==> src/rtl/skolem_vec_gen.sv <==
// Assignment index counter and the registered x vector driven into the netlist.
module skolem_vec_gen #(
    parameter int unsigned NUM_X = 4
) (
    input  logic             clk,
    input  logic             rst_n,
    input  logic             clr,
    input  logic             inc,
    input  logic             load,
    output logic [NUM_X-1:0] x,
    output logic             last_c
);
    // One spare bit so the counter can never alias back to zero.
    localparam int unsigned IDX_W = NUM_X + 1;
    localparam logic [IDX_W-1:0] IDX_LAST = IDX_W'({NUM_X{1'b1}});

    logic [IDX_W-1:0] idx;

    // Index: cleared on a new sweep, stepped after each sample, stops at all-ones.
    always_ff @(posedge clk or negedge rst_n) begin
        if (!rst_n) begin
            idx <= '0;
        end else if (clr) begin
            idx <= '0;
        end else if (inc && (idx != IDX_LAST)) begin
            idx <= idx + IDX_W'(1);
        end
    end

    // x only moves when loaded, keeping the netlist inputs stable otherwise.
    always_ff @(posedge clk or negedge rst_n) begin
        if (!rst_n) begin
            x <= '0;
        end else if (load) begin
            x <= idx[NUM_X-1:0];
        end
    end

    assign last_c = (idx == IDX_LAST);

endmodule

==> config.mk <==
export PLATFORM = sky130hd
export DESIGN_NAME = skolem_vec_gen
export DESIGN_NICKNAME = d
export VERILOG_FILES = /design/src/rtl/skolem_vec_gen.sv
export SDC_FILE = /design/constraint.sdc
export NUM_CORES = 1
export LEC_CHECK = 0
export CAP_MARGIN = 20
export CORE_AREA = 2 2 39 41
export CTS_BUF_LIST = sky130_fd_sc_hd__clkbuf_8 sky130_fd_sc_hd__clkbuf_16
export CTS_CLUSTER_DIAMETER = 100
export DETAILED_ROUTE_END_ITERATION = 10
export DIE_AREA = 0 0 41 43
export GPL_TIMING_DRIVEN = 0
export SLEW_MARGIN = 40
export SYNTH_ARGS = -nofsm -noshare
export SYNTH_HDL_FRONTEND = slang
export SYNTH_SLANG_ARGS = --single-unit
==> constraint.sdc <==
create_clock -name clk -period 2.1 [get_ports clk]
set_input_delay 0.63 -clock clk [delete_from_list [all_inputs] [get_ports clk]]
set_output_delay 0.63 -clock clk [all_outputs]
set_load 0.1 [all_outputs]
### Yosys cells after proc, flatten, opt, wreduce, memory -nomap -nowiden

Index checks and enable logic that the tools add are counted.

| cells by class | value |
|---|---|
| add/sub/neg operators | 1 |
| eq/ne operators | 2 |
| muxes and demuxes | 2 |
| reduce and logical (&&, ||, !) cells | 2 |

Operators with widths:

| kind | number |
|---|---|
| 2-to-1 mux 5 bit | 2 |
| adder 5 x 1 -> 5 bit (second input constant) | 1 |
| == test 5 x 4 -> 1 bit (second input constant) | 1 |
| inequality test 5 x 4 -> 1 bit (second input constant) | 1 |
| nonzero test 2 bit | 1 |
| logical AND 1 bit | 1 |

| word-level totals | value |
|---|---|
| register bits | 9 |
| input bits | 5 |
| output and inout bits | 5 |
| word-level logic and storage cells | 9 |

### Longest topological paths before layout

| depth | value |
|---|---|
| depth in word-level cells | 4 |
| mapped depth | 6 |
| gate-level depth less buffers | 6 |

### Worst setup path before layout

OpenSTA, ideal clock, no wires.

| path | value |
|---|---|
| kind | flip-flop to flip-flop |
| start | register idx[0] |
| end | register idx[3] |
| library setup time | 125 ps |
| arrival time | 2,087 ps |
| required time | 1,975 ps |
| slack | -112 ps |
| cell stages (with the launch flop) | 7 |
| buffers on the path | 0 |
| clock period less this slack | 2,212 ps |
| path through | dfrtp_1 > ha_1 > and3_1 > ha_1 > nor2b_4 > nand4_2 > mux2_4 |

| between the ends | value |
|---|---|
| word-level cells in the longest chain between the ends | 3 |
| elaborated cells on any way between the ends | 6 |
| those cells by class | 1 x add/sub; 1 x eq/ne; 2 x mux; 2 x reduce/logical |

RTL lines:

| element | line | source |
|---|---|---|
| start: declaration | 17 | `logic [IDX_W-1:0] idx;` |
| start signal: assignment | 26 | `idx <= idx + IDX_W'(1);` |
| adder 5 x 1 -> 5 bit or inequality test 5 x 4 -> 1 bit (tied branches) | 26, 25 |  |
| 2-to-1 mux 5 bit or logical AND 1 bit (tied branches) | 25 | `end else if (inc && (idx != IDX_LAST)) begin` |
| 2-to-1 mux 5 bit or nonzero test 2 bit (tied branches) | n/a |  |

Parallel ways exist; a longest one is shown, timed or not. The select of a mux whose other input is x is not followed.
A chain may end at the register's enable or synchronous reset.

### Worst setup path in the final report

| path | value |
|---|---|
| start | register idx[1] |
| end | output last_c |

| between the ends | value |
|---|---|
| word-level cells in the longest chain between the ends | 1 |

RTL lines:

| element | line | source |
|---|---|---|
| == test 5 x 4 -> 1 bit | 39 | `assign last_c = (idx == IDX_LAST);` |
| end: declaration | 11 | `output logic last_c` |

No other way between the ends.

==> impl_metrics.csv <==
group,metric,value,unit
yosys,synth_most_common_cell,"dfrtp_1",
sta,relSlewSlack,0.6771,
floorplanning,die_y,43,µm
yosys,seq_area_frac_synth,0.5438,
setup_path,critPathLaunchType,"register",
setup_path,critPathMaxStageDelay,0.39,ns
cts,cts_tree,"yes",
cells_and_area,finalNetCount,54,
sta,setup_violations,0,
global_route,antenna_found_initial,0,
yosys,synth_nets,38,
hold_path,min_path_type,"reg2reg",
route,via_per_inst,4.581,
setup_path,crit_required,1.47,ns
floorplanning,rows,14,
power,ir_drop,0.0004025,V
sta,slew_violations,0,
cts,cts_hold_repair.buffers,0,
route,drc,0,
cts,clock_latency,0.23,ns
route,wl_per_cell,11.58,µm
floorplanning,start_util,0.2993,
global_route,grt_pass1_vias,287,
yosys,syn_inst,31,
sta,fin_crit,2.022,ns
global_route,grt_pass1_wl,1.173,mm
setup_path,path_cells,"ha_1 > and3_1 > ha_2 > buf_8",
power,powerDensity,816.9,nW/µm²
power,p_leak,0.0002987,µW
sta,worstMarginPinSlew,0.4877,ns
floorplanning,core_area,1384,µm²
cells_and_area,syn_to_final_growth,38.07,%
place,port_buffers,9,
yosys,synthArstFlopShare,1.000,
sta,finalSetupTns,0,ns
setup_path,cp-end-kind,"output pin",
route,final_antenna_net_count,0,
setup_path,cp_slowest_cell,"dfrtp_1",
setup_path,crit_buf_inv,1,
cts,cts_root_buffer,"clkbuf_8",
route,via_count,284,
setup_path,path_delay_family,"adder cells",
global_route,grt_max_degree,10,
yosys,synth_edf_count,0,
flow_run,drv_cap,0,
cells_and_area,num_antenna_cells,0,
floorplanning,die-area,1763,µm²
global_route,overflow,0,
cells_and_area,fill_cells,137,
yosys,synthTopCellsByArea,"dfrtp_1 54%, ha_1 6.0%, mux2_1 5.4%",
cts,cts_sinks,9,
place,routabilityCongestion,0.7082,
yosys,ys_ff_latch,9,
cts,ctsHtreeMaxLevel,1,
sta,rsz0062_at_grt,"false",
route,drtIter0Drc,1,
floorplanning,ios,10,
yosys,yosys_warnings,0,
setup_path,path_class,"reg2out",
sta,fin_crit_sh,0.9630,
cts,clock_path_buffers,2,
yosys,yosysTopAreaCell,"dfrtp_1",
cts,cts_buffers,3,
route,drt_wl_total,718,µm
yosys,synth.cells.most_frequent,"9 x dfrtp_1, 5 x nor2_1, 2 x ha_1, 2 x mux2_1, 2 x mux2_2",
sta,fmax,494.5,MHz
yosys,yosysUniqueCellTypes,16,
yosys,yosysTopAreaCellShare,0.5438,
route,first_pass_iters,4,
setup_path,critPathArrivalTime,1.39,ns
global_route,grt_util_all_layers,0.1027,
sta,holdWs,0.4818,ns
yosys,netlist_area,414.1,µm²
setup_path,critPathMaxFanout,4,
sta,hold_violations,0,
cts,cts.reportedPaths.clkPinSlew,0.04,ns
floorplanning,dieWidth,41,µm
yosys,avgSynthCellArea,13.36,µm²
sta,skew,0.002065,ns
outcome,status,"complete, no violations",
cells_and_area,drive_above_1_share,0.3478,
yosys,synthFlopType,"dfrtp_1",
-- metal layers --
| metal | routed length (µm) | share of wire | vias up | global-route usage |
|---|---|---|---|---|
| li1 | - | - | 136 | - |
| met1 | 348 | 0.48 | 139 | 0.1309 |
| met2 | 321 | 0.45 | 9 | 0.1375 |
| met3 | 48 | 0.067 | 0 | 0.03141 |
| met4 | 0 | 0 | 0 | 0.08000 |
| met5 | 0 | 0 | - | 0 |
-- flip-flops by register name, indices dropped and copies added, names as in the netlist --
signal,count
x,4
idx,5
-- through the flow --
step | std cells | total power, µW | utilization | worst slack, ns | instance area (µm²)
final | 62 | 467.1 | 0.4132 | 0.07775 | 571.8
after global routing | 62 | 487.0 | 0.4132 | 0.01464 | 571.8
after CTS | 60 | 471.1 | 0.3996 | 0.005026 | 553.0
after detailed placement | 56 | 272.8 | 0.3626 | 0.07302 | 501.7
after global placement | 56 | 276.2 | 0.3807 | -0.6178 | 526.8
after floorplan | 31 | 249.3 | - | 0.1864 | 416.7
-- report_power, final --
| part | switching, µW | internal, µW |
|---|---|---|
| logic | 57.6 | 26.7 |
| registers | 6.66 | 184 |
| clock network | 64.9 | 127 |
-- worst paths after layout --
path / startpoint / endpoint / slack [ns] / depth (start not counted)
max in group asynchronous: rst_n / idx[0] / 1.10 / 1
hold / removal: x[0] / x[0] / 0.48 / 1
setup / recovery: idx[1] / last_c / 0.08 / 4
setup reg to reg: idx[1] / idx[3] / 0.38 / 6
hold reg to reg: x[0] / x[0] / 0.48 / 1
min in group asynchronous: rst_n / idx[1] / 0.71 / 1
-- cell type report --
type,count,area (µm²),area share
Sequential cell,9,225.2,0.3939
Multi-Input combinational cell,21,187.7,0.3282
Timing Repair Buffer,11,90.09,0.1575
Clock buffer,3,41.29,0.07221
Tap cell,16,20.02,0.03501
Clock inverter,1,3.754,0.006565
Inverter,1,3.754,0.006565
-- worst register-to-register path: cells and delay by family (launching register included) --
kind	cells	cell delay, ns
flops	1	0.41
mux	1	0.30
simple gates	3	0.49
fa+ha+maj	2	0.40
-- layout by cell type, fill, tap and decap left out, drive strengths merged --
master,instances
xor2,1
and3,1
inv,2
mux2i,1
nand3b,1
mux2,5
clkbuf,3
clkdlybuf4s50,4
ha,2
a211oi,1
nor2,5
nand4,1
xnor2,1
buf,7
nor2b,2
dfrtp,9
-- what timing repair did --
item	4_1_cts	5_1_grt
endpoints found under the setup margin	1	1
setup buffers	0	2
resized for setup	2	1
-- cells by family after synthesis --
kind of cell,after synthesis,synth area share
compound gates,1,0.01813
xor+xnor,2,0.04230
simple gates,10,0.1571
flops,9,0.5438
fa+ha+maj,2,0.06041
mux,6,0.1692
buf+inv,1,0.009055
Note: power is estimated with default switching activity, not from simulation.
